--- src/rtl/sdfm_fifo.sv ---
// Per-channel FWFT result buffer behind the sigma-delta data filter.
// Captures each filter result on its update strobe and offers level, sticky flags and a threshold IRQ.
module sdfm_fifo #(
  parameter int DATA_W = 32,
  parameter int DEPTH  = 16,
  parameter int PTR_W  = 4
) (
  input  logic              SYSCLK,
  input  logic              SYSRST,
  input  logic              fifo_en,
  input  logic [DATA_W-1:0] filt_data_out,
  input  logic              filt_data_update,
  input  logic              rd_pop,
  input  logic [PTR_W:0]    thr_level,
  input  logic              clr_flags,
  output logic [DATA_W-1:0] rd_data,
  output logic [PTR_W:0]    level,
  output logic              empty,
  output logic              full,
  output logic              ovf_flag,
  output logic              udf_flag,
  output logic              irq_thr
);

  localparam logic [PTR_W:0] DEPTH_L = (PTR_W+1)'(DEPTH);

  logic [DATA_W-1:0] mem [DEPTH];

  logic [PTR_W-1:0] wr_ptr_q, wr_ptr_d;
  logic [PTR_W-1:0] rd_ptr_q, rd_ptr_d;
  logic [PTR_W:0]   level_q, level_d;
  logic             ovf_q, ovf_d;
  logic             udf_q, udf_d;
  logic             irq_q, irq_d;
  logic             push, pop_ok, empty_c, full_c;

  always_comb begin
    empty_c  = (level_q == '0);
    full_c   = (level_q == DEPTH_L);
    pop_ok   = rd_pop & fifo_en & ~empty_c;
    // A pop in the same cycle frees the slot, so a full FIFO still accepts the word.
    push     = filt_data_update & fifo_en & (~full_c | pop_ok);

    wr_ptr_d = push   ? wr_ptr_q + PTR_W'(1) : wr_ptr_q;
    rd_ptr_d = pop_ok ? rd_ptr_q + PTR_W'(1) : rd_ptr_q;
    level_d  = level_q;
    if (push && !pop_ok) level_d = level_q + (PTR_W+1)'(1);
    if (!push && pop_ok) level_d = level_q - (PTR_W+1)'(1);
    if (!fifo_en) begin
      wr_ptr_d = '0;
      rd_ptr_d = '0;
      level_d  = '0;
    end

    // Set takes priority over a coincident clear.
    ovf_d = (ovf_q & ~clr_flags) | (filt_data_update & fifo_en & full_c & ~pop_ok);
    udf_d = (udf_q & ~clr_flags) | (rd_pop & fifo_en & empty_c);
    irq_d = fifo_en & (thr_level != '0) & (level_d >= thr_level);
  end

  always_ff @(posedge SYSCLK) begin
    if (SYSRST) begin
      wr_ptr_q <= '0;
      rd_ptr_q <= '0;
      level_q  <= '0;
      ovf_q    <= 1'b0;
      udf_q    <= 1'b0;
      irq_q    <= 1'b0;
    end else begin
      wr_ptr_q <= wr_ptr_d;
      rd_ptr_q <= rd_ptr_d;
      level_q  <= level_d;
      ovf_q    <= ovf_d;
      udf_q    <= udf_d;
      irq_q    <= irq_d;
    end
  end

  always_ff @(posedge SYSCLK) begin
    if (push && !SYSRST) mem[wr_ptr_q] <= filt_data_out;
  end

  always_comb begin
    rd_data  = empty_c ? '0 : mem[rd_ptr_q];
    level    = level_q;
    empty    = empty_c;
    full     = full_c;
    ovf_flag = ovf_q;
    udf_flag = udf_q;
    irq_thr  = irq_q;
  end

endmodule

--- config.mk ---
export PLATFORM = sky130hd
export DESIGN_NAME = sdfm_fifo
export DESIGN_NICKNAME = d
export VERILOG_FILES = /design/src/rtl/sdfm_fifo.sv
export SDC_FILE = /design/constraint.sdc
export NUM_CORES = 1
export LEC_CHECK = 0
export CORE_ASPECT_RATIO = 1.4
export CORE_MARGIN = 4
export CORE_UTILIZATION = 65
export CTS_CLUSTER_SIZE = 10
export DETAILED_ROUTE_END_ITERATION = 12
export DONT_BUFFER_PORTS = 1
export PLACE_DENSITY_LB_ADDON = 0.3
export SLEW_MARGIN = 0
export SYNTH_ARGS = -nofsm -noshare
export SYNTH_HDL_FRONTEND = slang
export SYNTH_SLANG_ARGS = --single-unit
--- constraint.sdc ---
create_clock -name SYSCLK -period 6.9 [get_ports SYSCLK]
set_input_delay 0.69 -clock SYSCLK [delete_from_list [all_inputs] [get_ports SYSCLK]]
set_output_delay 0.69 -clock SYSCLK [all_outputs]
set_load 0.02 [all_outputs]
==> metrics.md <==
| Metric | Value |
|---|---|
| Outcome | `completed` |
| Pleak | `between 0.006 and 0.007 uW` |
| Final worst-path cycle share | `0.562` |
| DRC violations left | `0` |
| Post-CTS sizing | `0` |
| Routed wire length | `42,900 um` |
| Register area | `approximately 16,000 um^2` |
| Die ar. | `between 30,000 and 40,000 um^2` |
| Filler cells | `1,719` |
| Routed wl met3 | `2830 um` |
| Area Overhead vs Synth | `10.5%` |
| Setup TNS | `0 ps` |
| GRT overflow | `0` |
| DRT met1 WL | `around 15,000 um` |
| Initial Util | `0.663` |
| Met2 Routed Length | `23,500 um` |
| Most common cell after layout, fill and taps aside | `edfxtp_1` |
| Fmax | `about 260 MHz` |
| Startpoint Class | `register` |
| Post-layout min period | `~3900 ps` |
| Final Skew | `approximately 27 ps` |
| # nets final | `1,034` |
| # IOs | `between 80 and 90` |
| Vias in the first global route | `roughly 10k` |
| Multiplexer area fraction after synthesis | `0.172` |
| Final core utilization | `0.732` |
| Top Metal Used | `met4` |
| Register area share after synthesis | `0.768` |
| Maxcap violations | `0` |
| Top FF cell, synth | `edfxtp_1` |
| Post-synthesis compound-gate area fraction | `0.0172` |
| DRT iter0 DRCs | `~790` |
| # clock sinks | `between 500 and 600` |
| Syn nets | `~1,000` |
| Remaining antenna violation count after routing | `0` |
| Min-Delay Path Class | `in2reg` |
| First-pass GRT wire length | `65,200 um` |
| Clk root buf | `clkbuf_16` |
| Pins over their slew limit | `0` |
| CP Class | `reg2out` |
| Chip width | `around 160 um` |
| Post-CTS Setup Inserts | `0` |
| Htree depth | `2` |
| PortBufs | `0` |
| Setup crit end kind | `output port` |
| Ys Warns | `0` |
| CP arrival | `about 3200 ps` |
| Post-synthesis instance total | `940` |
| Least-Margin Pin Slew | `1080 ps` |
| Die H | `218 um` |
| Multi-input gate area | `approximately 4700 um^2` |
| Post-Synth XOR/XNOR Area | `0.00384` |
| Yosys reg bits | `~530` |
| Layout cell share with drive strength beyond 1 | `0.245` |
| Clk buf depth | `3` |
| Pwr/cell area | `277 nW/um^2` |
| Highest ir drop seen on vdd | `around 0.22 mV` |
| GPL Wtd Cong | `roughly 0.77` |
| Worst endpoint required time | `6210 ps` |
| Initial antenna violation count | `0` |
| RSZ-0062 raised after global routing | `no` |
| Mapped cell area | `20,500 um^2` |
| Yosys cell types | `45` |
| Fraction of the mapped netlist area in simple logic gates | `0.0186` |
| Relative max-transition margin | `0.271` |
| Total Routing Usage GR | `0.260` |
| Drt first pass iters | `5` |
| Final hold violations | `0` |
| Largest net degree at the start of global routing | `60` |
| Mean routed wirelength per cell | `about 31 um` |
| Post-synth EDFFs | `just over 500` |
| CTS tree | `built` |
| CTS buffer count | `59` |
| FFs w/ async S/R, synth | `0` |
| Crit Path Max Fanout | `42` |
| Most frequent cells in the layout | `edfxtp_1, mux4_2, mux2i_1` |
| Largest family of logic cells by synthesized area | `multiplexers` |
| Post-synthesis adder-cell area fraction | `0.00792` |
| Setup violations, final | `0` |
| Num rows | `76` |
| Latest clock arrival within the worst-skew pair | `between 500 and 600 ps` |
| Core Region | `around 31,000 um^2` |
| HPWL after detailed placement | `21,900 um` |
| Vias per inst | `6.85` |
| N_diodes | `0` |
| Via count | `about 9.5k` |
| Worst-path clk slew | `approximately 60 ps` |
| Syn Area/Cell | `around 22 um^2` |
| Hold_buf cts | `0` |
## layer usage
metal / global-route usage / up-vias
met4: 0.0771 / 0
met5: 0 / -
met2: 0.453 / 415
li1: - / 3975
met3: 0.0454 / 89
met1: 0.340 / 4987
## where the power goes
| group | switching, uW | internal (uW) | total (uW) |
|---|---|---|---|
| logic | 60.8 | 35.5 | 96.3 |
| registers | 6.39 | 3550 | 3560 |
| clock network | 1120 | 1520 | 2640 |
| total | 1190 | 5100 | 6300 |
## metrics by stage
step | cell area [um^2] | hold WS (ps) | worst slack, ps | cells | total power (uW)
after floorplan | 20500 | 485 | 3380 | 940 | 3700
after global placement | 21200 | 497 | 3510 | 1307 | 3720
after detailed placement | 21200 | 507 | 3500 | 1307 | 3720
after CTS | 22700 | 142 | 2870 | 1381 | 6340
after global routing | 22700 | 148 | 2790 | 1381 | 6480
final | 22700 | 169 | 3020 | 1381 | 6300
## area by class of cell
type / count / area share
timing repair buffer: 23 / 0.00760
clock buffer: 70 / 0.0668
sequential: 532 / 0.695
multi-input combinational: 349 / 0.205
inverter: 13 / 0.00237
tap: 390 / 0.0215
clock inverter: 4 / 0.00154
## kinds of logic (layout without fill, tap and decap cells)
logic type | count (synthesis) | after routing
xor gates and xnor gates | 9 | 9
adders and majority gates | 13 | 13
buffers and inverters | 59 | 110
muxes | 194 | 194
and+or+nand+nor | 77 | 77
DFF | 532 | 532
AOI/OAI and AO/OA | 56 | 56
## registers in the layout, summed over array words and instances, names as in the netlist, named ones only
signal and flops:
wr_ptr_q 4, rd_ptr_q 4, udf_flag 1, irq_thr 1, level 5, ovf_flag 1, mem 512
## synthesized netlist by cell type (all sizes together) (2+ instances only)
cell    instances  area (um^2)
a21oi          12         63.8
buf            24          116
clkbuf         22         82.6
dfxtp          20          400
edfxtp        512        15400
ha             13          163
inv            12         45.0
mux2i          66          661
mux4          128         2880
nand2          14         52.6
nand2b          3         18.8
nand3           2         10.0
nand4           4         25.0
nor2           36          135
nor2b           2         20.0
nor3            3         15.0
nor3b           2         15.0
nor4            2         12.5
o21ai           4         20.0
o22ai          32          200
or3             2         17.5
or3b            2         17.5
xnor2           5         43.8
xor2            4         35.0
## path summary, 6_finish.rpt
kind | startpoint | endpoint | slack, ps | cells after the start
min reg2reg | rd_ptr_q[1] | register | 520 | 2
max reg2reg | level[0] | mem[15][14] | 3580 | 7
min | SYSRST | level[4] | 170 | 1
max | register | rd_data[17] | 3020 | 4
## worst max-delay path, stage by stage (launching register included)
cell and delay, ps:
dfxtp_4 640, buf_4 730, mux4_2 610, mux2i_1 300, o22ai_1 270
(Power assumes the default switching activity.)
